File: src/rtl/udcnt_pkg.sv
`default_nettype none
// ============================================================================
// Module      : udcnt_pkg
// Description : Shared constants for the up/down counter (boundary modes,
//               count directions, default data width).
// Revision    : 1.0 - initial release
// ============================================================================
package udcnt_pkg;

    localparam logic MODE_WRAP = 1'b0;
    localparam logic MODE_SAT  = 1'b1;

    localparam logic DIR_DOWN  = 1'b0;
    localparam logic DIR_UP    = 1'b1;

    localparam int DEFAULT_WIDTH = 5;

endpackage
`default_nettype wire

File: src/rtl/udcnt_prescaler.sv
`default_nettype none
// ============================================================================
// Module      : udcnt_prescaler
// Description : Divides enabled cycles by PRESCALE; step marks every
//               PRESCALE-th enabled cycle. clr restarts the phase.
// Revision    : 1.0 - initial release
// ============================================================================
module udcnt_prescaler #(
    parameter int PRESCALE = 4
) (
    input  logic clk,
    input  logic rst,
    input  logic clr,
    input  logic enab,
    output logic step
);

    localparam int            PW     = (PRESCALE > 1) ? $clog2(PRESCALE) : 1;
    localparam logic [PW-1:0] C_LAST = PW'(PRESCALE - 1);

    logic [PW-1:0] r_pre_cnt;
    logic          w_last;

    assign w_last = (r_pre_cnt == C_LAST);
    assign step   = enab && !clr && w_last;

    always_ff @(posedge clk) begin
        if (rst || clr) begin
            r_pre_cnt <= '0;
        end else if (enab) begin
            r_pre_cnt <= w_last ? '0 : r_pre_cnt + PW'(1);
        end
    end

endmodule
`default_nettype wire

File: src/rtl/updown_counter_mod.sv
`default_nettype none
// ============================================================================
// Module      : updown_counter_mod
// Description : Up/down counter with runtime modulus, wrap/saturate modes,
//               clamped load, terminal-count pulse and sticky overflow.
//               Optional step prescaler enabled by UDCNT_PRESCALE_EN.
// Revision    : 1.0 - initial release
// ============================================================================
module updown_counter_mod
    import udcnt_pkg::*;
#(
    parameter int               WIDTH     = DEFAULT_WIDTH,
    parameter logic [WIDTH-1:0] RESET_VAL = '0,
    parameter int               PRESCALE  = 4
) (
    input  logic             clk,
    input  logic             rst,
    input  logic             enab,
    input  logic             load,
    input  logic             up_dn,
    input  logic             mode,
    input  logic [WIDTH-1:0] max_val,
    input  logic [WIDTH-1:0] cnt_in,
    output logic [WIDTH-1:0] cnt_out,
    output logic             tc,
    output logic             at_max,
    output logic             at_zero,
    output logic             ovf
);

    if (WIDTH < 2) begin : g_bad_width
        $error("updown_counter_mod: WIDTH must be at least 2");
    end
    if (PRESCALE < 1) begin : g_bad_prescale
        $error("updown_counter_mod: PRESCALE must be at least 1");
    end

    logic [WIDTH-1:0] r_cnt;
    logic             r_tc;
    logic             r_ovf;
    logic [WIDTH-1:0] w_cnt_nxt;
    logic             w_tc_nxt;
    logic             w_ovf_nxt;
    logic             w_step;
    logic             w_above;

`ifdef UDCNT_PRESCALE_EN
    udcnt_prescaler #(
        .PRESCALE (PRESCALE)
    ) u_prescaler (
        .clk  (clk),
        .rst  (rst),
        .clr  (load),
        .enab (enab),
        .step (w_step)
    );
`else
    assign w_step = enab && !load;
`endif

    // A lowered max_val can leave the count above the bound
    assign w_above = (r_cnt > max_val);

    always_comb begin
        w_cnt_nxt = r_cnt;
        w_tc_nxt  = 1'b0;
        w_ovf_nxt = r_ovf;
        if (load) begin
            w_cnt_nxt = (cnt_in > max_val) ? max_val : cnt_in;
            w_ovf_nxt = 1'b0;
        end else if (w_step) begin
            if (up_dn == DIR_UP) begin
                if (r_cnt < max_val) begin
                    w_cnt_nxt = r_cnt + WIDTH'(1);
                end else if (mode == MODE_WRAP) begin
                    w_cnt_nxt = '0;
                    w_tc_nxt  = 1'b1;
                end else begin
                    w_cnt_nxt = max_val;
                    w_tc_nxt  = 1'b1;
                    w_ovf_nxt = 1'b1;
                end
            end else begin
                if (w_above) begin
                    w_cnt_nxt = max_val;
                end else if (r_cnt != '0) begin
                    w_cnt_nxt = r_cnt - WIDTH'(1);
                end else if (mode == MODE_WRAP) begin
                    w_cnt_nxt = max_val;
                    w_tc_nxt  = 1'b1;
                end else begin
                    w_tc_nxt  = 1'b1;
                    w_ovf_nxt = 1'b1;
                end
            end
        end
    end

    always_ff @(posedge clk) begin
        if (rst) begin
            r_cnt <= RESET_VAL;
            r_tc  <= 1'b0;
            r_ovf <= 1'b0;
        end else begin
            r_cnt <= w_cnt_nxt;
            r_tc  <= w_tc_nxt;
            r_ovf <= w_ovf_nxt;
        end
    end

    assign cnt_out = r_cnt;
    assign tc      = r_tc;
    assign ovf     = r_ovf;
    assign at_max  = (r_cnt >= max_val);
    assign at_zero = (r_cnt == '0);

endmodule
`default_nettype wire

File: config.mk
export PLATFORM = sky130hd
export DESIGN_NAME = updown_counter_mod
export DESIGN_NICKNAME = d
export VERILOG_FILES = /design/src/rtl/udcnt_pkg.sv /design/src/rtl/udcnt_prescaler.sv /design/src/rtl/updown_counter_mod.sv
export SDC_FILE = /design/constraint.sdc
export NUM_CORES = 1
export LEC_CHECK = 0
export ABC_CLOCK_PERIOD_IN_PS = 2000
export CORE_MARGIN = 1
export CORE_UTILIZATION = 40
export DETAILED_ROUTE_END_ITERATION = 12
export PLACE_DENSITY = 0.7
export SYNTH_ARGS = -nofsm -noshare
export SYNTH_HDL_FRONTEND = slang
export SYNTH_SLANG_ARGS = --single-unit
File: constraint.sdc
create_clock -name clk -period 2 [get_ports clk]
set_input_delay 0.4 -clock clk [delete_from_list [all_inputs] [get_ports clk]]
set_output_delay 0.4 -clock clk [all_outputs]
set_load 0.02 [all_outputs]
; ---- Yosys cells after proc, flatten, opt, wreduce, memory -nomap -nowiden
; Cells that the tools add are included.
; W data, S select, Z words.
[classes]
bitwise_logic = 1
magnitude_cmp = 4
reduce_logical = 9
add_sub_neg = 2
eq_ne = 4
muxes = 18
[op_table]
columns = op, count
row1 = $mux W5, 9
row2 = $gt A5 B5 Y1, 2
row3 = $mux W1, 9
row4 = $ne A2 B2 Y1 const B, 3
row5 = $add A5 B1 Y5 const B, 1
row6 = $ge A5 B5 Y1, 1
row7 = $logic_not A5 Y1, 1
row8 = $lt A5 B5 Y1, 1
row9 = $ne A5 B3 Y1 const B, 1
row10 = $reduce_bool A5 Y1, 1
row11 = $sub A5 B1 Y5 const B, 1
row12 = $reduce_and A4 Y1, 1
row13 = $reduce_or A3 Y1, 1
row14 = $reduce_and A2 Y1, 1
row15 = $reduce_bool A2 Y1, 1
row16 = $reduce_or A2 Y1, 1
row17 = $logic_and A1 B1 Y1, 1
row18 = $logic_not A1 Y1, 1
row19 = $not A1 Y1, 1
[totals]
elab_cells = 41
reg_bits = 7

; ---- Logic depth before layout (Yosys ltp)
; Gate-level depths: netlist of the first run.
[depth]
ltp_word = 6
ltp_mapped = 10
depth_no_buf = 9

; ---- Least setup slack after synthesis of the first run
; Ideal clock, no wire load.
[synth_timing]
path_type = register to register
start = register r_cnt[1], in the netlist cnt_out[1]
end = register r_cnt[1], in the netlist cnt_out[1]
required_ns = 1.871
path_stages_with_launch = 9
path_slack_ns = -0.126
arrival_ns = 1.997
setup_ns = 0.129
period_less_slack_ns = 2.126
path_cell_list = dfxtp_1 > ha_1 > nor2b_4 > o31ai_4 > a21oi_4 > buf_6 > a22o_1 > a2111oi_4 > o22ai_1
[synth_between]
elab_chain_len = 6
elab_cells_between_ends = 13
classes_between = add/sub: 2 / order compare: 2 / eq/ne: 1 / mux: 6 / reduce/logical: 2
[synth_rtl]
columns = item, line
row1 = start: declaration, updown_counter_mod.sv:38  ; logic [WIDTH-1:0] r_cnt;
row2 = start signal: assignment, updown_counter_mod.sv:105  ; r_cnt <= w_cnt_nxt;
row3 = $sub A5 B1 Y5 or $reduce_bool A5 Y1 (tied branches), "updown_counter_mod.sv:87, updown_counter_mod.sv:86"
row4 = $mux W5, updown_counter_mod.sv:86  ; end else if (r_cnt != '0) begin
row5 = $mux W5, updown_counter_mod.sv:84  ; if (w_above) begin
row6 = $mux W5, updown_counter_mod.sv:72  ; if (up_dn == DIR_UP) begin
row7 = $mux W5, updown_counter_mod.sv:71  ; end else if (w_step) begin
row8 = $mux W5, updown_counter_mod.sv:68  ; if (load) begin
; Parallel ways exist; a longest one is shown, timed or not. The select of a mux whose other input is x is not followed.
; A chain may end at the register's enable or synchronous reset.

; ---- Final worst setup path of the first run
[layout_timing]
start = register r_cnt[1], in the netlist cnt_out[1]
end = output at_max
[layout_between]
elab_chain_len = 1
[layout_rtl]
columns = item, line
row1 = $ge A5 B5 Y1, updown_counter_mod.sv:114  ; assign at_max = (r_cnt >= max_val);
row2 = end: declaration, updown_counter_mod.sv:26  ; output logic at_max,
; No other way between the ends.

==> results of run 1 <==
## worst register-to-register path: cells and delay by family, from the launching register on
kind            cells  cell delay, ps
mux                 1             170
fa+ha+maj           1             230
simple gates        1             130
buf+inv             2             290
compound gates      5             700
flops               1             350
## sequential cells by signal (all words and copies together), names as in the netlist
register	flops
cnt_out	5
ovf	1
tc	1
## path summary, 6_finish.rpt
check	start	end	slack, ps	cells after the start
worst max-delay path	cnt_out[1]$_SDFFE_PP0P_	at_max	-5	6
worst min-delay path	ovf$_SDFFE_PP0P_	ovf$_SDFFE_PP0P_	490	2
worst max register to register	cnt_out[1]$_SDFFE_PP0P_	cnt_out[3]$_SDFFE_PP0P_	20	10
worst min register to register	ovf$_SDFFE_PP0P_	ovf$_SDFFE_PP0P_	490	2
## cells by family after synthesis
kind of cell	Yosys count	share of synthesized area, %
flops	7	14.62
mux	7	7.311
xor+xnor	3	2.742
compound gates	40	31.86
buf+inv	12	5.612
simple gates	38	22.19
fa+ha+maj	12	15.67
## where the power goes
group	switching (mW)	internal [mW]	total, mW
Sequential	0.0126	0.154	0.167
Clock	0.0550	0.0763	0.131
Combinational	0.301	0.315	0.616
## cells in the final DEF (no fill, tap or decap), drive strengths merged
master	instances
dlymetal6s2s	1
a21o	1
nor2	10
a2111oi	1
clkdlybuf4s50	16
and3	3
nor2b	1
a21oi	7
clkbuf	7
xor2	1
o21ai	11
o22ai	5
o211a	1
o41ai	1
a211oi	4
mux2i	7
and2	1
nand2b	4
nand3	4
nand2	7
a31oi	2
xnor2	2
buf	34
dlygate4sd2	2
nor3	4
ha	12
inv	9
nor4	1
o21a	3
nand4	3
a22o	2
a31o	1
dfxtp	7
o31ai	1
## cell type report
type | instances | area share [%]
Multi-Input combinational cell | 100 | 56.78
Timing Repair Buffer | 56 | 28.39
Sequential cell | 7 | 9.084
Tap cell | 28 | 2.120
Inverter | 9 | 2.044
Clock buffer | 4 | 1.590
## what timing repair did
action | 4_1_cts | 5_1_grt
endpoints found under the setup margin | 9 | 9
setup buffers | 5 | 0
pin swaps | 16 | 5
cloned | 0 | 0
resized for setup | 42 | 21
## per-layer routing
metal / global-route usage [%] / vias up / part of all wire [%]
li1: - / 564 / -
met1: 31.18 / 538 / 42
met2: 49.78 / 37 / 52
met3: 2.083 / 11 / 3.6
met4: 10.19 / 0 / 3.2
met5: 0 / - / 0
==> reports/results.tsv, run 1 <==
stage	metric	value	unit
worst_setup_path	critPathTopFamily	compound AO/OA/AOI/OAI gates	
clock_network	clk_path_buf_depth	2	
floorplanning	core	2233	um^2
power_and_ir_drop	peakVddDrop	322.8	uV
synth	synth_common_cells	ha_1, o21ai_0, inv_1, nor2_1	
floorplanning	row_count	17	
finish	register_area	150.1	um^2
synth	synth_ff_type	dfxtp_1	
worst_setup_path	arrival	1610	ps
floorplanning	die_h	50.95	um
route	drc	0	
finish	n_antenna_cell	0	
timing	tightest_slew	518.2	ps
timing	timing.fmax	498.7	MHz
synth	ys_seq_area_share	14.62	%
route	routed_wl	3.166	mm
synth	syn-num-nets	147	
place	port_buffers	24	
floorplanning	dieWidth	50.95	um
clock_network	cts_made_buffers	3	
timing	slew_violations	0	
power_and_ir_drop	powerDensity	553.0	nW/um^2
finish	multiInputGateArea	938.4	um^2
finish	areaGrowthSynthToFinish	72.45	%
worst_hold_path	min_path_type	reg -> reg	
timing	setup_viol	1	
timing	finalClockSkew	0.6765	ps
synth	synth_cell_types	41	
timing	tns	-5.255	ps
clock_network	insertion_delay	250	ps
synth	syn_area	958.4	um^2
clock_network	clkTransAtPathRegs	50	ps
grt	first_global_vias	1153	
floorplanning	initial_core_util	42.91	%
synth	synth.top_cell.area_share	15.67	%
worst_setup_path	end_kind	output port	
grt	antenna_found_initial	0	
timing	relSlewSlack	65.33	%
power_and_ir_drop	finalPower	0.9140	mW
worst_setup_path	startpoint_type	register	
synth	synthTopCellsByArea	ha_1, dfxtp_1, mux2i_1	
finish	drive_gt1_share	47.16	%
finish	layout.cells.non_filler	204	
route	drt_pass1_iterations	4	
clock_network	root_buffer	clkbuf_4	
synth	synth_edf_count	0	
worst_setup_path	crit_slowest_cell	dfxtp_4	
timing	fin_crit	2005	ps
synth	yosysWarningCount	0	
clock_network	cts_tree	done	
synth	synth.most_common_cell	ha_1	
grt	grt.total_usage	26.74	%
power_and_ir_drop	p_leak	0.6935	nW
place	gp_congestion	0.9168	
synth	ys_ff_latch	7	
clock_network	htreeDepth	1	
worst_setup_path	crit_required	1600	ps
route	drt_iter0_drc	30	
place	post-place-cells	195	
route	ant_nets	0	
finish	final_core_util	74.01	%
timing	rsz0062_at_grt	true	
timing	setup_slack	-5.255	ps
floorplanning	die_area	2596	um^2
synth	yosys.area.top_type	ha_1	
timing	whs	489.9	ps
synth	async_reset_ff_share	0	%
grt	grt_max_degree	15	
finish	fill_cells	172	
finish	nets	205	
route	via_per_inst	5.637	
route	vias	1150	
grt	grt_overflow	0	
clock_network	cts_num_sinks	7	
synth	syn_avg_cell_area	8.054	um^2
place	pre_cts_ws	-798.2	ps
timing	hold_viol_final	0	
worst_setup_path	path_buf_inv	1	
status	outcome	complete, but fails checks	
finish	final_cell_area	1653	um^2
grt	grt_pass1_wl	5.175	mm
place	dp_hpwl	2.240	mm
floorplanning	io_pins	25	
worst_setup_path	path_class	reg -> out	
worst_setup_path	crit_chain	ha_4 > nor2b_4 > o31ai_4 > a21oi_4 > a31o_2 > buf_6	
route	wl_per_cell	15.52	um
worst_setup_path	worst_path_largest_cell_delay	350	ps
place	placed_area	1439	um^2
worst_setup_path	critPathMaxFanout	2	
timing	period_share	100.3	%
status	violations	negative setup slack	
synth	synthCells	119	
flow_run	cap_violations	0	
clock_network	ctsHoldBuffers	0	
Power figures use the tool's default switching activity.
==> inputs of run 2 (changes only) <==
Settings changed: REMOVE_ABC_BUFFERS set to 1.
==> reports/results.tsv, run 2 (synthesis results as in run 1) <==
stage	metric	value	unit
power_and_ir_drop	peakVddDrop	350.6	uV
finish	fill_cells	157	
finish	final_core_util	75.13	%
timing	rsz0062_at_grt	true	
worst_hold_path	min-delay-start	ovf$_SDFFE_PP0P_	
worst_setup_path	crit_required	2130	ps
floorplanning	io_pins	25	
power_and_ir_drop	p_sw	0.3871	mW
timing	finalClockSkew	3.384	ps
grt	grt_pass1_wl	5.375	mm
power_and_ir_drop	power.share.clock	14.3	%
timing	timing.fmax	483.1	MHz
power_and_ir_drop	p_leak	0.7195	nW
place	gp_congestion	0.9301	
route	ant_nets	0	
place	pre_cts_ws	-809.0	ps
floorplanning	die_h	50.95	um
finish	final_cell_mix	buf_4, clkdlybuf4s50_1, o21ai_1, mux2i_1, ha_1	
timing	slew_violations	0	
route	vias	1207	
clock_network	htreeDepth	1	
worst_setup_path	critPathMaxFanout	3	
route	drc	0	
timing	tightest_slew	427.1	ps
worst_setup_path	arrival	2200	ps
route	drt_iter0_drc	45	
grt	grt_max_degree	10	
route	drt_pass1_iterations	4	
worst_setup_path	r2r_start	cnt_out[1]$_SDFFE_PP0P_	
route	routed_wl	3.518	mm
grt	first_global_vias	1178	
timing	hold_viol_final	0	
worst_hold_path	min_path_type	reg -> reg	
timing	setup_viol	5	
floorplanning	initial_core_util	42.91	%
finish	layout.cells.non_filler	210	
floorplanning	row_count	17	
floorplanning	core	2233	um^2
finish	n_antenna_cell	0	
place	port_buffers	24	
power_and_ir_drop	seq_power_share	17.4	%
clock_network	ctsHoldBuffers	0	
timing	period_share	103.5	%
worst_setup_path	path_class	in -> reg	
clock_network	clkTransAtPathRegs	60	ps
clock_network	clk_path_buf_depth	2	
flow_run	cap_violations	0	
grt	grt_overflow	0	
route	via_per_inst	5.748	
grt	antenna_found_initial	0	
worst_setup_path	startpoint_type	primary input	
route	wl_per_cell	16.75	um
clock_network	cts_tree	done	
status	violations	negative setup slack	
power_and_ir_drop	pwr-share-comb	68.3	%
floorplanning	dieWidth	50.95	um
place	post-place-cells	200	
timing	setup_slack	-69.82	ps
power_and_ir_drop	internal-power	0.5607	mW
clock_network	cts_num_sinks	7	
finish	nets	211	
finish	largest_reg_flops	5	
finish	areaGrowthSynthToFinish	75.07	%
grt	grt.total_usage	27.30	%
worst_setup_path	end_kind	register	
power_and_ir_drop	swShare	40.84	%
power_and_ir_drop	finalPower	0.9478	mW
clock_network	cts_made_buffers	3	
timing	fin_crit	2070	ps
clock_network	insertion_delay	250	ps
finish	drive_gt1_share	46.70	%
floorplanning	die_area	2596	um^2
timing	relSlewSlack	71.42	%
place	dp_hpwl	2.477	mm
clock_network	root_buffer	clkbuf_4	
worst_setup_path	critical_path.startpoint	cnt_in[3]	
finish	layout_commonest_cell	buf_4	
status	outcome	complete, but fails checks	
power_and_ir_drop	powerDensity	564.9	nW/um^2
## run 2: changes by cell type in the layout (fill, tap and decap cells not counted), moves of 2 or more
cell | previous run | this run
o21ai_1 | 6 | 8
ha_1 | 4 | 7
dfxtp_4 | 2 | 0
buf_4 | 30 | 35
buf_2 | 1 | 3
o21ai_2 | 2 | 0
clkbuf_2 | 3 | 1
dfxtp_1 | 3 | 5
ha_4 | 6 | 4
## run 2: final timing paths
kind	slack, ps	cells after the start	to
max	-70	8	cnt_out[3]$_SDFFE_PP0P_
min	470	2	ovf$_SDFFE_PP0P_
max reg2reg	0	9	cnt_out[1]$_SDFFE_PP0P_
min reg2reg	470	2	ovf$_SDFFE_PP0P_
## run 2: power groups by stage
stage	clock network (mW)	logic (mW)	registers [mW]
CTS	0.136	0.582	0.163
global route	0.148	0.686	0.166
finish	0.136	0.647	0.165
floorplan	0	0.259	0.189
global placement	0	0.506	0.162
detailed placement	0	0.517	0.162
## run 2: area by class of cell
class	count	area (um^2)	share of cell area, %
repair buffers	62	515.5	30.72
well taps	28	35.03	2.088
multi-input cells	100	924.6	55.11
flip-flops and latches	7	142.6	8.501
inverters	9	33.78	2.013
clock buffers	4	26.28	1.566
## run 2: timing repair
| action | CTS | global route |
|---|---|---|
| setup endpoints to repair | 9 | 7 |
| endpoints found under the hold margin | 0 | 0 |
| resized for setup | 49 | 19 |
| pin swaps | 14 | 6 |
| setup buffers | 4 | 2 |
## run 2: through the flow
stage	hold slack (ps)	setup TNS, ps	cell area [um^2]
after global placement	458.0	-5383	1454
after detailed placement	471.5	-5717	1454
after global routing	498.2	-362.0	1678
final	474.5	-161.6	1678
after CTS	477.7	-91.38	1597
after floorplan	469.1	-470.1	938.4
## run 2: per-layer routing
metal	track usage (%)	wire length [um]	up-vias
met2	50.44	1737	72
met1	33.45	1458	544
met4	7.407	106	0
met3	1.786	216	16
met5	0	0	-
li1	-	-	575
## run 2: critical path: stages
cell and delay (ps):
clkdlybuf4s50_1 450, ha_1 340, a21o_1 210, a211oi_2 280, nor2_2 80, buf_4 160, mux2i_1 180, o22ai_1 100
==> inputs of run 3 (changes only) <==
Settings changed: PLACE_DENSITY 0.7 to not set, PLACE_DENSITY_LB_ADDON set to 0.2.
==> reports/results.tsv, run 3 (synthesis results as in run 1) <==
stage	metric	value	unit
floorplanning	core	2233	um^2
finish	layout_commonest_cell	buf_4	
flow_run	cap_violations	0	
status	violations	negative setup slack	
worst_hold_path	min_path_type	reg -> reg	
route	vias	1245	
route	routed_wl	3.811	mm
finish	drive_gt1_share	46.11	%
timing	tns	-79.31	ps
timing	hold_viol_final	0	
timing	period_share	102.2	%
floorplanning	io_pins	25	
clock_network	ctsHoldBuffers	0	
finish	final_cell_mix	buf_4, clkdlybuf4s50_1, o21ai_0, mux2i_1	
worst_setup_path	crit_chain	dlygate4sd2_1 > ha_2 > and3_4 > nand3_4 > buf_4 > o21a_1 > o41ai_2 > a211oi_2 > o22ai_1	
floorplanning	dieWidth	50.95	um
grt	grt.total_usage	27.95	%
worst_setup_path	arrival	2230	ps
clock_network	insertion_delay	270	ps
finish	n_antenna_cell	0	
route	wl_per_cell	18.32	um
worst_setup_path	end_kind	register	
finish	fill_cells	153	
worst_setup_path	startpoint_type	primary input	
route	drc	0	
clock_network	cts_tree	done	
grt	first_global_vias	1179	
grt	grt_overflow	0	
place	dp_hpwl	2.454	mm
timing	rsz0062_at_grt	true	
floorplanning	die_area	2596	um^2
clock_network	clkTransAtPathRegs	60	ps
timing	setup_slack	-44.90	ps
timing	timing.fmax	489.0	MHz
power_and_ir_drop	powerDensity	578.3	nW/um^2
route	via_per_inst	5.986	
clock_network	cts_made_buffers	3	
timing	finalClockSkew	5.689	ps
timing	relSlewSlack	71.16	%
finish	nets	209	
clock_network	cts_num_sinks	7	
floorplanning	initial_core_util	42.91	%
worst_setup_path	crit_required	2190	ps
power_and_ir_drop	p_leak	0.7250	nW
grt	grt_pass1_wl	5.533	mm
route	ant_nets	0	
timing	fin_crit	2045	ps
finish	largest_reg_flops	5	
worst_setup_path	path_class	in -> reg	
grt	antenna_found_initial	0	
timing	slew_violations	0	
floorplanning	row_count	17	
clock_network	root_buffer	clkbuf_4	
grt	grt_max_degree	15	
power_and_ir_drop	peakVddDrop	377.2	uV
place	gp_congestion	0.9199	
finish	areaGrowthSynthToFinish	76.37	%
place	pre_cts_ws	-844.8	ps
worst_setup_path	crit_slowest_cell	ha_2	
route	drt_pass1_iterations	5	
clock_network	clk_path_buf_depth	2	
worst_setup_path	worst_path_largest_cell_delay	330	ps
floorplanning	die_h	50.95	um
place	port_buffers	24	
worst_setup_path	critPathMaxFanout	5	
timing	tightest_slew	431.0	ps
timing	setup_viol	3	
clock_network	htreeDepth	1	
route	drt_iter0_drc	40	
status	outcome	complete, but fails checks	
## run 3: cell types whose count changed in the layout (fill, tap and decap cells not counted), moves of 2 or more
cell and change:
buf_6 +2, o21ai_0 +5, buf_4 -4, o21ai_1 -5
## run 3: power by group
group	internal, mW	switching, mW	total, mW	leakage (nW)
registers	0.153	0.0112	0.164	0.0583
clock network	0.0770	0.0659	0.143	0.0150
logic	0.339	0.332	0.670	0.652
## run 3: worst paths after layout
path                                   to  slack [ps]  depth (start not counted)               startpoint
hold / removal           ovf$_SDFFE_PP0P_         480                          2         ovf$_SDFFE_PP0P_
setup reg to reg  cnt_out[0]$_SDFFE_PP0P_         -40                          9  cnt_out[0]$_SDFFE_PP0P_
setup / recovery  cnt_out[0]$_SDFFE_PP0P_         -40                          9               max_val[0]
hold reg to reg          ovf$_SDFFE_PP0P_         480                          2         ovf$_SDFFE_PP0P_
## run 3: timing repair
action	in CTS	in global routing
setup buffers	2	3
pin swaps	11	10
resized for setup	46	24
endpoints found under the setup margin	9	7
## run 3: through the flow
step | area (um^2) | utilization (%) | power, mW | instances | hold slack, ps
CTS | 1559 | 69.80 | 0.8709 | 205 | 480.9
global route | 1690 | 75.69 | 1.026 | 208 | 502.7
finish | 1690 | 75.69 | 0.9776 | 208 | 481.8
global placement | 1446 | 64.76 | 0.6634 | 199 | 455.7
detailed placement | 1446 | 64.76 | 0.6771 | 199 | 473.1
floorplan | 938.4 | - | 0.4480 | 116 | 469.1
## run 3: metal layers
layer / up-vias / GRT usage, % / wire length [um]
met4: 0 / 10.19 / 117
met2: 79 / 49.12 / 1963
met3: 14 / 0 / 231
li1: 574 / - / -
met1: 578 / 36.43 / 1499
met5: - / 0 / 0
## run 3: worst max-delay path: cells and delay by family
kind | cells | cell delay (ps)
fa+ha+maj | 1 | 330
buf+inv | 2 | 420
compound gates | 4 | 740
simple gates | 2 | 340
## run 3: final cells by class
type                       count  area (um^2)  share of cell area, %
multi-input combinational    100        945.9                  55.96
clock buffer                   4        26.28                  1.554
sequential                     7        142.6                  8.438
tap                           28        35.03                  2.073
timing repair buffer          60        506.7                  29.98
inverter                       9        33.78                  1.999
